**config.mk**
```make
export PLATFORM = sky130hd
export DESIGN_NAME = udcnt_mod
export DESIGN_NICKNAME = d
export VERILOG_FILES = /design/src/rtl/udcnt_pkg.sv /design/src/rtl/udcnt_next.sv /design/src/rtl/udcnt_mod.sv
export SDC_FILE = /design/constraint.sdc
export NUM_CORES = 1
export LEC_CHECK = 0
export ABC_AREA = 1
export CAP_MARGIN = 20
export CORE_MARGIN = 2
export CORE_UTILIZATION = 30
export DETAILED_ROUTE_END_ITERATION = 8
export MAX_ROUTING_LAYER = met4
export PLACE_DENSITY = 0.65
export SYNTH_ARGS = -nofsm -noshare
export SYNTH_HDL_FRONTEND = slang
export SYNTH_SLANG_ARGS = --single-unit
```
**constraint.sdc**
```tcl
create_clock -name clk -period 1.5 [get_ports clk]
set_clock_uncertainty 0.2 [all_clocks]
set_input_delay 0.3 -clock clk [delete_from_list [all_inputs] [get_ports clk]]
set_output_delay 0.3 -clock clk [all_outputs]
set_load 0.005 [all_outputs]
```
**src/rtl/udcnt_pkg.sv**
```systemverilog
// udcnt_pkg: mode selectors and widths shared by the up/down modulo counter.
// The optional wrap counter is enabled by defining UDCNT_WRAPCNT_EN.
package udcnt_pkg;

    localparam bit UDCNT_WRAP      = 1'b0;
    localparam bit UDCNT_SAT       = 1'b1;
    localparam int UDCNT_WRAPCNT_W = 16;

endpackage

```
**src/rtl/udcnt_next.sv**
```systemverilog
// udcnt_next: combinational next-value and terminal-count logic.
// Works one bit wider than the counter so MOD-1 compares never overflow.
module udcnt_next
    import udcnt_pkg::*;
#(
    parameter int     N_WIDTH = 4,
    parameter longint MOD     = longint'(1) << N_WIDTH,
    parameter bit     SAT     = UDCNT_WRAP
) (
    input  logic [N_WIDTH-1:0] i_y,
    input  logic               i_up,
    input  logic               i_en,
    output logic [N_WIDTH-1:0] o_nxt,
    output logic               o_tc
);

    localparam logic [N_WIDTH:0] TOP = {1'b0, N_WIDTH'(MOD - 1)};

    logic [N_WIDTH:0] w_y;
    logic [N_WIDTH:0] w_nxt;
    logic             w_at_top;
    logic             w_at_zero;
    logic             w_unused;

    assign w_y       = {1'b0, i_y};
    assign w_at_top  = (w_y == TOP);
    assign w_at_zero = (w_y == '0);
    assign o_tc      = i_en & (i_up ? w_at_top : w_at_zero);

    always_comb begin
        w_nxt = w_y;
        if (i_en) begin
            if (i_up) begin
                if (w_at_top)
                    w_nxt = (SAT == UDCNT_SAT) ? TOP : '0;
                else
                    w_nxt = w_y + 1'b1;
            end else begin
                if (w_at_zero)
                    w_nxt = (SAT == UDCNT_SAT) ? '0 : TOP;
                else
                    w_nxt = w_y - 1'b1;
            end
        end
    end

    // Top bit is always zero since the value never leaves 0..MOD-1.
    assign o_nxt    = w_nxt[N_WIDTH-1:0];
    assign w_unused = w_nxt[N_WIDTH];

endmodule

```
**src/rtl/udcnt_mod.sv**
```systemverilog
// udcnt_mod: up/down modulo counter with wrap or saturate mode and cascade tc.
// Define UDCNT_WRAPCNT_EN to add the 16-bit wrap_cnt event counter output.
module udcnt_mod
    import udcnt_pkg::*;
#(
    parameter int                N_WIDTH   = 4,
    parameter longint            MOD       = longint'(1) << N_WIDTH,
    parameter bit                SAT       = UDCNT_WRAP,
    parameter logic [N_WIDTH-1:0] RESET_VAL = '0
) (
    input  logic               clk,
    input  logic               reset,
    input  logic               clear,
    input  logic               en,
    input  logic               up,
    input  logic               load,
    input  logic [N_WIDTH-1:0] load_val,
    output logic [N_WIDTH-1:0] y,
    output logic               tc,
    output logic               ovf
`ifdef UDCNT_WRAPCNT_EN
    ,
    output logic [UDCNT_WRAPCNT_W-1:0] wrap_cnt
`endif
);

    localparam logic [N_WIDTH-1:0] TOP = N_WIDTH'(MOD - 1);

    logic [N_WIDTH-1:0] r_y;
    logic               r_ovf;
    logic [N_WIDTH-1:0] w_nxt;
    logic [N_WIDTH-1:0] w_ld;
    logic               w_tc;

    udcnt_next #(
        .N_WIDTH (N_WIDTH),
        .MOD     (MOD),
        .SAT     (SAT)
    ) u_next (
        .i_y   (r_y),
        .i_up  (up),
        .i_en  (en),
        .o_nxt (w_nxt),
        .o_tc  (w_tc)
    );

    assign w_ld = (load_val > TOP) ? TOP : load_val;

    always_ff @(posedge clk or posedge reset) begin
        if (reset) begin
            r_y   <= RESET_VAL;
            r_ovf <= 1'b0;
        end else if (clear) begin
            r_y   <= RESET_VAL;
            r_ovf <= 1'b0;
        end else if (load) begin
            r_y   <= w_ld;
            r_ovf <= 1'b0;
        end else begin
            r_y   <= w_nxt;
            r_ovf <= w_tc;
        end
    end

    assign y   = r_y;
    assign tc  = w_tc;
    assign ovf = r_ovf;

`ifdef UDCNT_WRAPCNT_EN
    logic [UDCNT_WRAPCNT_W-1:0] r_wrap_cnt;

    // Bumped on the same edge that raises ovf, so it tracks pulses in step.
    always_ff @(posedge clk or posedge reset) begin
        if (reset)
            r_wrap_cnt <= '0;
        else if (clear)
            r_wrap_cnt <= '0;
        else if (!load && w_tc && (r_wrap_cnt != '1))
            r_wrap_cnt <= r_wrap_cnt + 1'b1;
    end

    assign wrap_cnt = r_wrap_cnt;
`endif

endmodule

```
; Word-level counts from Yosys, hierarchy flattened
; Cells that the tools add are included.
; W data, S select, Z words.
[totals]
ff_bits = 5
word_cells = 19
in_bits = 10
output_inout_bits = 6
[op_classes]
bitwise_logic = 1
n_addsub = 2
eq_ne = 1
order_cmp = 1
n_mux = 10
reduce_logical = 2
[ops]
columns = op, n
row1 = $mux W4, 7
row2 = $logic_not A5 Y1, 1
row3 = $add A4 B1 Y4 const B, 1
row4 = $eq A4 B4 Y1 const B, 1
row5 = $gt A4 B4 Y1 const B, 1
row6 = $sub A4 B1 Y4 const B, 1
row7 = $mux W1, 3
row8 = $reduce_bool A3 Y1, 1
row9 = $and A1 B1 Y1, 1

; Longest topological paths before layout
; Gate-level depths: netlist of the first run.
[depth]
depth_word = 6
mapped_depth = 10
depth_no_buf = 9

; Cells and area by module
; A second synthesis of the first run with hierarchy kept.
[hier_totals]
cells_unflattened = 72
hier_area_um2 = 445.4
[by_module_without_submodules]
columns = mod, n_inst, seq_area_each_um2, area_each_um2, cells_each
row1 = udcnt_mod, 1, 125.1, 236.5, 30
row2 = udcnt_next, 1, 0.0, 209.0, 42

; Worst setup path after synthesis of the first run
; Ideal clock, no wire load.
[synth_path]
path_kind = register to output
from = register r_y[0] (netlist: y[0])
to = output port tc
stages_incl_launch_ff = 7
t_required_ns = 1.000
path_slack_ns = 0.023
arrival_time_ns = 0.977
path_buffers = 0
path_cell_list = dfrtp_1 > inv_1 > ha_1 > nand3_1 > nand2_1 > nand2_1 > inv_1
[synth_between]
elab_chain_len = 3
word_cells_on_any_way = 4
classes_between = eq/ne (1) / mux (1) / bitwise (1) / reduce/logical (1)
[synth_lines]
columns = element, line
row1 = "start, declared", udcnt_mod.sv:29  ; logic [N_WIDTH-1:0] r_y;
row2 = "start signal, assigned", udcnt_mod.sv:57  ; r_y <= w_ld;
row3 = "start signal, assigned", udcnt_mod.sv:60  ; r_y <= w_nxt;
row4 = $eq A4 B4 Y1 or $logic_not A5 Y1 (tied branches), "udcnt_next.sv:26, udcnt_next.sv:27"
row5 = $mux W1 *, udcnt_next.sv:28  ; assign o_tc = i_en & (i_up ? w_at_top : w_at_zero);
row6 = $and A1 B1 Y1 *, udcnt_next.sv:28
row7 = "end, declared", udcnt_mod.sv:19  ; output logic tc,
; Mark *: on every way between the ends. The rest lies on a longest branch, timed or not.

; Worst setup path in the final report of the first run
; Ends and elaborated chain as after synthesis.

==> results of run 1 <==
==> cell type report <==
class | count | area (um2) | share of cell area (%)
clock buffers | 4 | 26.3 | 2.96
inverters | 10 | 37.5 | 4.23
multi-input cells | 50 | 307 | 34.5
flip-flops and latches | 5 | 125 | 14.1
well taps | 15 | 18.8 | 2.11
repair buffers | 42 | 374 | 42.1
==> registers in the layout, indices dropped and copies added (netlist names) <==
signal	count
y	4
ovf	1
==> what timing repair did <==
action | 4_1_cts | 5_1_grt
resized for setup | 31 | 17
hold endpoints to repair | 0 | 0
hold buffers | 0 | 0
pin swaps | 5 | 13
setup buffers | 13 | 7
endpoints found under the setup margin | 8 | 9
gates cloned | 0 | 0
==> power by group <==
part	internal [W]	switching (W)
logic	0.000173	0.000134
registers	0.000147	0.0000135
clock network	0.000101	0.0000603
==> stage by stage <==
step                utilization, %  setup WS, ns  total power [W]
floorplan                        -        0.0228         0.000256
global placement              52.2        -0.649         0.000363
detailed placement            52.2        -0.669         0.000365
CTS                           64.8        -0.270         0.000581
global route                  67.4        -0.334         0.000665
finish                        67.4        -0.254         0.000628
==> worst max path at each step <==
stage                                start  depth (start not counted)  to  slack [ns]
final                     y[0]$_DFFE_PP0P_                          6  tc       -0.25
after global routing      y[2]$_DFFE_PP0P_                          6  tc       -0.33
after CTS                 y[1]$_DFFE_PP0P_                          6  tc       -0.27
after detailed placement                up                          6  tc       -0.67
after global placement                  up                          6  tc       -0.65
after floorplan           y[0]$_DFFE_PP0P_                          6  tc        0.02
==> worst register-to-register path, cell delays in order (launching register included) <==
cell and delay [ns]:
dfrtp_1 0.41, inv_2 0.09, ha_4 0.14, buf_4 0.10, inv_1 0.05, nand2_1 0.10
o21ai_2 0.08, nand2_1 0.07, nand2_1 0.05, o21ai_1 0.14, nand2_1 0.07
==> layout by cell type, fill, tap and decap left out, types with 2 or more instances in the layout <==
cell / n
o21ai_2: 2
dfrtp_1: 5
a21oi_1: 2
inv_2: 5
inv_1: 5
buf_4: 21
nand3_1: 3
clkdlybuf4s50_1: 8
nor2_4: 2
clkbuf_4: 3
nand2_2: 5
nor2_1: 8
o21ai_1: 3
buf_6: 9
nand3_2: 3
nand4_1: 2
nand2_1: 15
dlygate4sd2_1: 4
==> kinds of logic after synthesis <==
group	Yosys count
simple gates	40
buf+inv	11
compound gates	8
flops	5
fa+ha+maj	2
==> layer usage <==
layer | vias up | global-route usage [%]
met3 | 8 | 1.30
met4 | 0 | 21.3
met1 | 266 | 19.5
met2 | 24 | 30.3
met5 | - | -
li1 | 301 | -
==> out/results.txt, run 1 <==
The flow ran to the end, but the final reports show violations. The final reports fail on negative setup slack. Detailed placement finished with a half-perimeter wire length of 921 um. The buffer depth of the longest clock path was 2; the highest attainable clock frequency was 0.570 GHz. For this run, the number of Yosys warnings is 0. The largest area contributor in the netlist is dfrtp_1.

The share of synthesized flip-flops with an asynchronous set or reset is 100%, and the simple-gate portion of the synthesized area is 42.9%. Beginning of the worst register-to-register path: y[0]$_DFFE_PP0P_. Global routing used 19.1% of the available tracks. The height of the chip came out at 41.7 um.

At the pin with the least slew margin, the transition time is 0.210 ns. In this run the count of I/O pins placed on the die edge is 16. Synthesis produced a netlist with a net count of 78. After Yosys synthesis, XOR and XNOR cells account for 0% of the synthesized area. At the worst endpoint, the arrival time is 1.25 ns. The kind of start point of the critical path was a flip-flop. The number of enable flip-flop cells after synthesis is 0.

The initial core utilization is 32.3%. TritonCTS built the clock tree. The total standard cell area after synthesis is 425 um2. Max-cap violations in this run came to 0. The clock latency on the worst-skew pair was 0.25 ns; the aggregate routed wire length was 1560 um. Counting every instance in the synthesized netlist gives 66.

The post-route cell area is 888 um2. Cell chosen for the clock root: clkbuf_4. Routed length on met2: 805 um. The number of max-slew violations in the final report is 0, and the required time at the endpoint of the critical path is 1.00 ns. The first-pass GRT wire length was 2340 um. The sequential fraction of the synthesis area was 29.4%; the amount of wire on met3 after detailed routing was 50 um. For the final routed database, the setup TNS stands at -0.777 ns. The clock sink total is 5, and the least setup slack across all paths after layout is -0.254 ns. The final layout contains 124 nets. After clock tree synthesis, the clock-pin slew on the worst setup and hold paths is 0.05 ns. The repair_antennas step left the layout with diodes totalling 0. Entering global routing, the biggest net connects 8 pins. After synthesis, the most frequently instantiated cells are 19 x nand2_1, 9 x nor2_1, 8 x inv_1. After layout, the worst path uses 117% of the clock period.

The number of nets still failing antenna checks after routing was 0. At the end of routability-driven placement, the weighted congestion stood at 0.856. Counting flops and latches in the post-synthesis netlist gives 5.

The average cell area after synthesis came out at 6.45 um2. For this design the static power due to leakage is 0.464 nW. Once placement completed, the tool counted placed cells totaling 109. The run gives 15 as the post-synthesis cell type count.

In this run the horizontal extent of the chip is 41.7 um. After detailed placement, the total cell area comes to 688 um2. Routed metal-1 wire length: 612 um. For the worst-case hold slack, the log shows 0.0913 ns. The number of I/O port buffers is 15, and the clock period minus worst slack is 1.75 ns. After synthesis, the largest family of logic cells by area is simple AND/OR/NAND/NOR gates. Grouping stages by cell kind, the critical path spends the most delay in flip-flops. Excluding fillers, the count of instances in the completed layout stands at 126. The mux cell area share after synthesis is 0%, and the total core area is 1320 um2. The tools report the capture instance of the worst register-to-register path as y[2]$_DFFE_PP0P_. Across the VDD grid, the largest voltage drop is 0.277 mV. Counting the fill cells in the layout gives 115.

Share of the synthesized area in the top cell type: 29.4%. Most frequent cell on the critical path: nand2_2. The highest metal layer carrying signal wires in the routed design is met4. The number of cells on the worst reg-to-reg path is 10.

The critical path contains buffers and inverters numbering 2 combined. The largest individual stage delay along the critical path comes from the cell dfrtp_1. STA classifies the critical path endpoint as a primary output. The routed via count divided by cell count is 4.75, and the count of vias placed by the detailed router is 599. For this run, the detailed router's first-pass iteration total came to 4. The power per cell area is 707 nW/um2. Across all register-to-register paths, the minimum setup slack is -0.10 ns. In this run, CTS created clock tree buffers numbering 3. The placement row count is 13, and the adder-cell share of the synthesized area is 5.88%. The type of the most critical hold path is primary input to asynchronous set/reset pin. For the initial antenna violation count, the log shows 0. The most frequent cell after synthesis is nand2_1.

Of all nets on the critical path, the largest fanout is 3. The synthesized netlist devotes 10.3% of its cell area to compound gates. For this block, the initial DRC count from the detailed router was 6.

The synthesis-to-layout area growth came out at 109%. The worst setup path is of the flip-flop to primary output kind. Setup violations remaining at the end of the flow were counted as 6. For this run, design rule violations remaining after detail routing come to 0. The hold violation count in the final report was 0. The number of global-route vias before repair came out at 581.

For the number of H-tree levels, the log shows 1. In the final routed layout, each cell accounts on average for 12.4 um. The run gives 1740 um2 as the area of the die.

Cells with a size suffix above 1 make up 48.6% of the layout. The signal on the critical path passes through ha_2 -> nand4_1 -> nand2_2 -> nand2_2 -> inv_2 -> buf_6. By area the synthesized netlist is led by dfrtp_1 29%, nand2_1 17%, nor2_1 7.9%, nand3_1 7.1%, inv_1 7.1%. The run gives 86.0% as the worst max-slew margin expressed relative to the limit. The dominant register cell in the synthesized netlist was dfrtp_1. The critical path's largest stage delay was 0.39 ns. Setup repair after global routing could not meet its margin everywhere. For this run the aggregate overflow at the end of global routing stands at 0.
Power figures use the tool's default switching activity.
==> run 2, diff against run 1 <==
HOLD_SLACK_MARGIN = 0.15   (was default)
==> run 2 against run 1 <==
  * Via count rose by 0.50%
  * Combinational power fell by 5%
  * Non-clock buffer count did not move
  * Sequential power barely moved
  * Worst setup slack got worse by 0.017 ns
  * Largest cell class unchanged
  * Clock power barely moved
  * Fmax fell by 0.95%
  * Critical path depth did not move
  * Cell area fell by 1.8%
  * Critical endpoint unchanged
  * Highest routed layer unchanged
  * The flow still finishes with violations (negative setup slack)
  * Routed wire length fell by 2.1%
==> out/results.txt, run 2 (synthesis results as in run 1) <==
The total core area was 1320 um2 (unchanged); the hold-critical path depth was 4. Number of nets still failing antenna checks after routing: 0 (unchanged). The highest attainable clock frequency was 0.565 GHz (-0.95%); the half-perimeter wire length after detailed placement was 921 um (unchanged). The endpoint identified for the worst register-to-register timing path is y[3]$_DFFE_PP0P_. Number of I/O port buffers: 15 (unchanged). The synthesis-to-layout area growth was 105%. The top-level port count is 16 (unchanged), and the post-route cell area is 872 um2 (-1.8%). The slew at the pin closest to its max-slew limit is 0.208 ns (-0.00158 ns), and the number of H-tree levels is 1 (unchanged).

The count of vias placed by the detailed router is 602 (+0.50%). The library cell used most frequently in the layout, excluding fill and tap cells, is buf_4. TritonCTS built the clock tree. The global-route total usage across every layer was 19.2% (+0.093 points); the initial antenna violation count was 0 (unchanged).

The largest net degree at the start of global routing was 8 (unchanged). The library cells used most frequently in the layout, excluding fill and tap cells, are 22 x buf_4, 15 x nand2_1, 8 x nor2_1, 8 x clkdlybuf4s50_1, 6 x buf_6. Family with the most delay on the worst path: flip-flops. The met2 usage in global routing was 31.6% (+1.3 points); the register-to-register setup slack was -0.10 ns (about the same). The overall power after layout came out at 0.000615 W (-2.2%). The critical path's largest stage delay came out at 0.39 ns (about the same). Flip-flop count of the largest register after layout: 4 (unchanged). The top fanout value on the critical path is 3 (unchanged), and the horizontal die dimension is 41.7 um (unchanged). The first-pass GRT wire length is 2370 um (+1.5%).

The share of final-layout standard cells stronger than drive strength 1 came out at 46.8% (-1.8 points). The endpoint kind of the worst setup timing path is a primary output. The routed via count divided by cell count is 4.78 (+0.50%), and the met3 track utilization from global routing is 1.74% (+0.43 points). The average detailed-routed wire length per instance came out at 12.1 um (-2.1%).

The tools report the beginning of the worst register-to-register path as y[1]$_DFFE_PP0P_. The required time at the endpoint of the critical path is 1.00 ns (about the same), and the placement row count is 13 (unchanged). The number of global-route vias before repair came out at 591 (+1.7%). The run gives 0 (unchanged) as the remaining routing DRC violations. Counting stages on the worst path, the most repeated cell is nand2_2. The path depth of the worst reg2reg path is 11 (+1).

The data arrival time of the worst path came out at 1.27 ns (+0.02 ns). The final reports fail on negative setup slack. The tools report the worst-case setup slack after placement as -0.669 ns (unchanged). The clock sink total is 5 (unchanged). The number of max-slew violations in the final report is 0 (unchanged), and the buffer depth of the longest clock path is 2 (unchanged). The tightest min-delay check is of the primary input to flip-flop type. The busiest layer in global routing is met2.

Post-place instance area: 688 um2 (unchanged). End of the worst hold path: y[1]$_DFFE_PP0P_. Traced cell by cell, the critical path runs through ha_2 -> nand4_1 -> nand2_2 -> nand2_2 -> inv_2 -> buf_6. The worst hold path begins at up. Kind of critical path: flip-flop to primary output. The run gives 0 (unchanged) as the sum of overflow across all layers after global routing. The max-capacitance violation count came out at 0 (unchanged). The final total negative setup slack was -0.779 ns (-0.00266 ns); the clock period minus worst slack was 1.77 ns (+0.0168 ns). Kind of start point of the critical path: a flip-flop.

The core occupancy in the finished layout is 66.2% (-1.2 points). The met1 track demand over resource was 19.5% (unchanged); the total CTS buffers was 3 (unchanged). The logs give 124 (unchanged) for the number of nets in the final layout and 0 (unchanged) for the number of diodes. The logs give 0.270 mV (-2.6%) for the largest vdd supply drop and -0.271 ns (-0.0168 ns) for the least setup slack across all paths after layout. The run gives 4 (unchanged) as the first-pass detailed-route iteration total. The tools report the cell chosen for the clock root as clkbuf_4. The clock latency on the worst-skew pair was 0.25 ns (about the same); the leakage power figure was 0.459 nW (-1.2%). Among all stages on the critical path, the largest delay is contributed by dfrtp_1. The area of the die was 1740 um2 (unchanged).

The number of buffers and inverters on the critical path is 2 (unchanged). The number of DRC markers after the initial detailed-route iteration is 19 (+13), and the ratio of final minimum period to clock period is 118% (+1.1 points). For the hold violation count in the final report, the log shows 0 (unchanged). The logs give 32.3% (unchanged) for the initial core utilization and 1530 um (-2.1%) for the aggregate routed wire length.

The power per cell area was 705 nW/um2 (-0.33%); the number of setup violations in the final report was 6 (unchanged). The worst max-slew margin expressed relative to the limit is 86.1% (+0.11 points). The routability-driven placement congestion ratio is 0.856 (unchanged). Setup repair after global routing could not meet its margin everywhere. The instance count on the critical path came out at 6 (unchanged). Height of the chip: 41.7 um (unchanged). The run finished, with violations left. The clock slew at the register clock pins of the worst setup and hold paths came out at 0.04 ns (about the same).
run 2: changes by cell type in the layout (fill, tap and decap cells not counted):
cell           before  now
buf_4              21   22
buf_6               9    6
clkbuf_2            0    1
dlygate4sd3_1       0    1
nand3_1             3    4
nand3_2             3    2
run 2: final cells by class:
class                      instances  area (um2)
tap                               15        18.8
multi-input combinational         50         302
sequential                         5         125
clock buffer                       4        26.3
timing repair buffer              42         363
inverter                          10        37.5
fill                             121         445
run 2: timing repair:
| item | 4_1_cts | 5_1_grt |
|---|---|---|
| pin swaps | 5 | 5 |
| hold buffers | 1 | 0 |
| resized for setup | 31 | 12 |
| hold endpoints to repair | 5 | 0 |
| setup endpoints to repair | 8 | 9 |
| setup buffers | 13 | 5 |
run 2: worst max path at each step:
stage	from	to	slack (ns)
after global routing	y[1]$_DFFE_PP0P_	tc	-0.33
after global placement	up	tc	-0.65
after floorplan	y[0]$_DFFE_PP0P_	tc	0.02
final	y[0]$_DFFE_PP0P_	tc	-0.27
after CTS	y[1]$_DFFE_PP0P_	tc	-0.27
after detailed placement	up	tc	-0.67
run 2: per-stage QoR:
stage / std cells / hold WS (ns)
2_1_floorplan: 66 / -0.121
3_3_place_gp: 109 / 0.308
3_5_place_dp: 109 / 0.339
4_1_cts: 126 / 0.415
5_1_grt: 126 / 0.481
6_report: 126 / 0.408
run 2: layer usage:
layer / vias to the layer above / routed length, um / share of wire (%)
met4: 0 / 80 / 5.2
met5: - / 0 / 0
met3: 8 / 56 / 3.7
met2: 22 / 798 / 52
met1: 271 / 593 / 39
li1: 301 / - / -
run 2: power breakdown:
group / total [W] / internal (W) / leakage [nW] / switching (W)
clock network: 0.000162 / 0.000101 / 0.0150 / 0.0000614
registers: 0.000159 / 0.000147 / 0.0650 / 0.0000126
logic: 0.000293 / 0.000164 / 0.379 / 0.000129
total: 0.000615 / 0.000411 / 0.459 / 0.000203
run 2: worst min-delay path, delay by kind of cell:
family	cells	cell delay, ns
buf+inv	1	0.26
compound gates	3	0.25
==> run 3, diff against run 2 <==
CAP_MARGIN = default   (was 20)
==> results of run 3 <==
The final DEF is identical to that of run 2; final timing and power are the same.
